==> src/rtl/univ_shift_reg_burst.sv <==
// univ_shift_reg_burst: WIDTH-bit universal shift register with eight modes and a counted burst engine
module univ_shift_reg_burst #(
  parameter int WIDTH = 4,
  parameter int CNT_W = 3
) (
  input  logic             clk,
  input  logic             reset,
  input  logic             en,
  input  logic [2:0]       s,
  input  logic [WIDTH-1:0] p,
  input  logic             sr,
  input  logic             sl,
  input  logic             start,
  input  logic [CNT_W-1:0] amt,
  output logic [WIDTH-1:0] q,
  output logic             so_r,
  output logic             so_l,
  output logic             busy,
  output logic             done
);
  typedef enum logic {IDLE, BURST} state_t;
  state_t           state_q, state_d;
  logic [WIDTH-1:0] q_q, q_d, op_val;
  logic [2:0]       mode_q, mode_d, op_mode;
  logic [CNT_W-1:0] cnt_q, cnt_d;
  logic             done_q, done_d;
  // one operation on the current contents; a running burst uses its latched mode
  always_comb begin
    op_mode = (state_q == BURST) ? mode_q : s;
    op_val  = q_q;
    case (op_mode)
      3'b001:  op_val = {sr, q_q[WIDTH-1:1]};
      3'b010:  op_val = {q_q[WIDTH-2:0], sl};
      3'b011:  op_val = p;
      3'b100:  op_val = {q_q[0], q_q[WIDTH-1:1]};
      3'b101:  op_val = {q_q[WIDTH-2:0], q_q[WIDTH-1]};
      3'b110:  op_val = {q_q[WIDTH-1], q_q[WIDTH-1:1]};
      default: op_val = q_q;
    endcase
  end
  // burst sequencing: start wins over en, and the first burst operation happens on the start edge
  always_comb begin
    state_d = state_q;
    q_d     = q_q;
    mode_d  = mode_q;
    cnt_d   = cnt_q;
    done_d  = 1'b0;
    if (state_q == BURST) begin
      q_d   = op_val;
      cnt_d = cnt_q - 1'b1;
      if (cnt_q == CNT_W'(1)) begin
        done_d  = 1'b1;
        state_d = IDLE;
      end
    end else if (start) begin
      mode_d = s;
      cnt_d  = (amt == '0) ? '0 : amt - 1'b1;
      if (amt == '0) begin
        done_d = 1'b1;
      end else begin
        q_d = op_val;
        if (amt == CNT_W'(1)) done_d = 1'b1;
        else state_d = BURST;
      end
    end else if (en) begin
      q_d = op_val;
    end
  end
  // state registers with asynchronous active-low clear that also aborts a burst
  always_ff @(posedge clk or negedge reset) begin
    if (!reset) begin
      state_q <= IDLE;
      q_q     <= '0;
      mode_q  <= 3'b000;
      cnt_q   <= '0;
      done_q  <= 1'b0;
    end else begin
      state_q <= state_d;
      q_q     <= q_d;
      mode_q  <= mode_d;
      cnt_q   <= cnt_d;
      done_q  <= done_d;
    end
  end
  assign q    = q_q;
  assign so_r = q_q[0];
  assign so_l = q_q[WIDTH-1];
  assign busy = (state_q == BURST);
  assign done = done_q;
endmodule
==> config.mk <==
export PLATFORM = sky130hd
export DESIGN_NAME = univ_shift_reg_burst
export DESIGN_NICKNAME = d
export VERILOG_FILES = /design/src/rtl/univ_shift_reg_burst.sv
export SDC_FILE = /design/constraint.sdc
export NUM_CORES = 1
export LEC_CHECK = 0
export ABC_AREA = 1
export CORE_MARGIN = 2
export CORE_UTILIZATION = 50
export DETAILED_ROUTE_END_ITERATION = 10
export HOLD_SLACK_MARGIN = 0.1
export PLACE_DENSITY = 0.82
export SKIP_CTS_REPAIR_TIMING = 1
export SLEW_MARGIN = 0
export SYNTH_ARGS = -nofsm -noshare
export SYNTH_HDL_FRONTEND = slang
export SYNTH_SLANG_ARGS = --single-unit
export TNS_END_PERCENT = 100
==> constraint.sdc <==
create_clock -name clk -period 3.85 [get_ports clk]
set_clock_uncertainty 0.1 [all_clocks]
set_input_delay 0.77 -clock clk [delete_from_list [all_inputs] [get_ports clk]]
set_output_delay 0.77 -clock clk [all_outputs]
set_load 0.02 [all_outputs]
---- Word-level counts from Yosys, hierarchy flattened ----
Index checks and enable logic that the tools add are counted.
cells by class
  add/sub/neg operators ................... 2
  eq/ne operators ......................... 9
  muxes and demuxes ....................... 19
  bitwise operators ....................... 1
  reduce and logical (&&, ||, !) cells .... 5
operators by type and width
  operator               number
  $pmux W4 S6            1
  $mux W4                4
  $mux W3                4
  $mux W1                10
  $eq A3 B1 Y1 const B   3
  $eq A3 B3 Y1 const B   3
  $eq A3 B2 Y1 const B   2
  $sub A3 B1 Y3 const B  2
  $reduce_and A2 Y1      2
  $logic_not A3 Y1       1
  $ne A3 B3 Y1 const B   1
  $reduce_bool A3 Y1     1
  $reduce_bool A2 Y1     1
  $not A1 Y1             1
storage, ports and cells
  bits in registers ....................... 12
  input port bits ......................... 16
  output and inout bits ................... 8
  word-level logic and storage cells ...... 41

---- Depth between registers and ports, before layout ----
  depth after elaboration ................. 6
  gate-level depth with buffers ........... 11
  depth with buffers taken out ............ 11

---- Worst setup path before layout ----
OpenSTA, ideal clock, no wires.
  kind .................................... input port to flip-flop
  start point ............................. input amt[1]
  end point ............................... register q_q[0] (netlist: q[0])
  setup time .............................. 117 ps
  arrival time ............................ 1481 ps
  data required time ...................... 3633 ps
  setup slack ............................. 2152 ps
  stages on the path ...................... 6
  buffers on the path ..................... 0
  path through ............................ nor3_1 -> a21oi_4 -> nand2_2 -> nand2_2 -> nand2_1 -> nand2_1
on the way
  cells in the longest elaborated chain, start to end .. 3
RTL lines
  what                         RTL line  RTL
  from (decl)                  14        input logic [CNT_W-1:0] amt,
  $logic_not A3 Y1             58        if (amt == '0) begin
  $ne A3 B3 Y1 (no line)       --
  $reduce_and A2 Y1 (no line)  --
  to (signal assigned)         79        q_q <= q_d;
  to (decl)                    23        logic [WIDTH-1:0] q_q, q_d, op_val;
Every way passes these cells.
A chain may end at the register's enable or synchronous reset.

---- Final worst setup path ----
  start point ............................. register state_q (netlist: busy)
  end point ............................... output busy
RTL lines
  what                    RTL line  RTL
  from (decl)             22        state_t state_q, state_d;
  from (signal assigned)  78        state_q <= state_d;
  to (decl)               18        output logic busy,
No word-level cell between the ends.

==> impl_metrics.yaml <==
floorplan:
  dieHeight_um: 47.0
  ios: 24
  row_count: 15
  start_util_pct: 53.6
  die_area_mm2: 0.00221
  die_w_um: 47.0
  core-area_mm2: 0.00173
clocking:
  clock_buffer_count_from_cts: 3
  cts.sinks: 12
  cts_htree_levels: 1
  post_cts_clock_slew_at_the_launch_and_capture_registers_of_the_worst_setup_and_hold_paths_ns: 0.07
  cts-root-buf: "sky130_fd_sc_hd__clkbuf_4"
  cts-root-to-sink-buffers: 2
  clk_latency_ns: 0.27
  cts_tree: "built"
timing:
  post-route-min-period_ns: 2.47
  finalCritPeriodShare_pct: 64.2
  unrepaired_setup_endpoints_after_global_routing: "false"
  setup_viol_count_final: 0
  worst_slew_margin_rel_pct: 64.6
  maxClockFrequency_ghz: 0.404
  report.final.slew_viol_count: 0
  tightest_slew_ns: 0.529
  fin_tns_setup_ns: 0
  hold_viol_final: 0
worst_setup_path:
  setup.worst_path.start: "busy"
  timing.critical_path.slowest_cell_delay_ns: 0.70
  worst_setup_path_start_kind: "flip-flop"
  critPathKind: "flip-flop to output pin"
  timing.critical_path.buf_inv: 1
  required_ns: 2.98
  critPathMaxFanout: 12
  cell_chain_of_the_critical_path: "clkdlybuf4s50_1"
  path_delay_family: "buffers and inverters"
  cp_max_stage_cell: "sky130_fd_sc_hd__clkdlybuf4s50_1"
  critPathCaptureType: "output pin"
  rr_startpoint: "busy"
  timing.critical_path.arrival_ns: 1.60
power:
  power_density_mw_per_mm2: 774
  leakagePower_uw: 0.000592
  vdd_ir_drop_max_mv: 0.471
  portion_of_total_power_attributed_to_combinational_logic_pct: 64.4
  internal_power_uw: 450
  power_switching_share_pct: 50.8
  seqPwrFrac_pct: 27.5
  clock_power_share_pct: 8.1
  net-switching-power_uw: 465
route:
  drt-wirelength-per-cell_um: 10.8
  ant_nets: 0
  drt-total-wl_mm: 1.97
  detail_route.iter0.violations: 16
  route.detailed.vias_per_inst: 5.14
  via_count: 935
  first_pass_iters: 4
  route.detailed.drc: 0
placement:
  numPortBuffers: 23
  gp_routability_congestion: 0.833
  place.detailed.hpwl_mm: 1.60
yosys:
  synthArstFlopShare_pct: 100
  ys_seq_elements: 12
  mappedNetlistArea_um2: 925
  ys_dominant_reg_cell: "sky130_fd_sc_hd__dfrtp_1"
  syn_nets: 152
  synth.largest_area_cell: "sky130_fd_sc_hd__dfrtp_1"
  synth.yosys.seq_area_share_pct: 32.5
  avgSynthCellArea_um2: 6.90
  count_leader_synth: "sky130_fd_sc_hd__nand2_1"
  synth.top_cells.by_count: "43 x sky130_fd_sc_hd__nand2_1, 15 x sky130_fd_sc_hd__inv_1, 13 x sky130_fd_sc_hd__nand2_2, 13 x sky130_fd_sc_hd__nand3_1, 12 x sky130_fd_sc_hd__dfrtp_1"
  count_of_flip_flops_with_a_built_in_enable_after_synthesis: 0
  netlist_top_cells_area: "sky130_fd_sc_hd__dfrtp_1 32%, sky130_fd_sc_hd__nand2_1 17%, sky130_fd_sc_hd__nand2_2 8.8%"
  yosysTopAreaCellShare_pct: 32.5
  ys_warn_count: 0
  yosysUniqueCellTypes: 22
  syn_inst: 134
finish:
  synthToLayoutAreaGrowth_pct: 27.9
  nNetsFinal: 177
  diodes: 0
  drive_gt1_share_pct: 17.2
  multiInputGateArea_um2: 531
  ff_latch_area_um2: 300
  num-fill-cells: 161
  final_util_pct: 68.5
global_routing:
  first_global_vias: 864
  grt_first_pass_wirelength_mm: 3.30
  globalRouteOverflowTotal: 0
  largest_net_degree_at_the_start_of_global_routing: 13
  gr-usage-all-layers_pct: 20.8
  number_of_antenna_violations_at_the_first_check_in_global_routing: 0
flow_run:
  maxCapViolCount: 0
run_status:
  status: "completed"
min_path:
  hp-class: "flip-flop to flip-flop"
  timing.hold.worst.start: "mode_q[1]"
-- routing by layer --
metal	wire (µm)	vias to the layer above	share of wire (%)	GRT usage, %
li1	-	477	-	-
met1	831	417	42	25.4
met2	1010	34	51	35.3
met3	98	7	5.0	3.08
met4	35	0	1.8	11.1
met5	0	-	0	0
-- state kept, by name, indices dropped and copies added (netlist names) --
signal  flops
busy        1
done        1
mode_q      3
q           4
cnt_q       3
-- power groups by stage --
stage | Sequential (µW) | Clock, µW | Combinational, µW
final | 252 | 74.1 | 589
after floorplan | 260 | 0 | 431
after global routing | 260 | 81.5 | 666
after detailed placement | 253 | 0 | 591
after CTS | 251 | 75.1 | 593
after global placement | 250 | 0 | 573
-- stage by stage --
stage	total power (µW)	instances	worst slack, ns	hold slack, ns	area, µm²
detailed placement	845	179	1.52	0.409	1160
CTS	920	182	1.38	0.425	1180
global route	1010	182	1.30	0.455	1180
floorplan	690	134	2.15	0.374	925
finish	915	182	1.38	0.421	1180
global placement	823	179	1.63	0.392	1160
-- logic make-up (layout without fill, tap and decap cells) --
group / count (synthesis) / count (layout) / synth area share [%]
simple gates: 85 / 85 / 44.9
buf+inv: 21 / 44 / 10.1
compound gates: 14 / 14 / 9.74
flops: 12 / 12 / 32.5
fa+ha+maj: 2 / 2 / 2.71
-- cells in the final DEF, fill, tap and decap left out, drive strengths merged --
master,count
nand4,2
dfrtp,12
o21ai,8
nand3,14
clkdlybuf4s50,23
nor3,1
o221ai,1
nand2,59
ha,2
a21oi,3
o211ai,2
nor2,9
clkbuf,3
inv,18
-- worst register-to-register path, stage by stage (launching register included) --
cell                      delay, ns
sky130_fd_sc_hd__dfrtp_1       0.64
sky130_fd_sc_hd__inv_2         0.22
sky130_fd_sc_hd__nand2_1       0.12
sky130_fd_sc_hd__nand2_2       0.10
sky130_fd_sc_hd__o21ai_1       0.14
sky130_fd_sc_hd__nand2_1       0.08
sky130_fd_sc_hd__nand2_2       0.12
sky130_fd_sc_hd__nand2_2       0.08
sky130_fd_sc_hd__nand2_1       0.06
sky130_fd_sc_hd__nand2_1       0.05
-- area by class of cell --
type	instances	area share [%]
Multi-Input combinational cell	101	44.9
Inverter	18	5.71
Timing Repair Buffer	23	19.5
Sequential cell	12	25.4
Tap cell	25	2.65
Clock buffer	3	1.90
-- path summary, 6_finish.rpt --
path | end | slack [ns] | cells after the start
max | busy | 1.38 | 1
min in group asynchronous | q[2] | 0.75 | 1
min reg2reg | mode_q[1] | 0.42 | 2
max in group asynchronous | mode_q[0] | 2.55 | 1
max reg2reg | q[2] | 2.04 | 9
min | mode_q[1] | 0.42 | 2
Power figures use the tool's default switching activity.
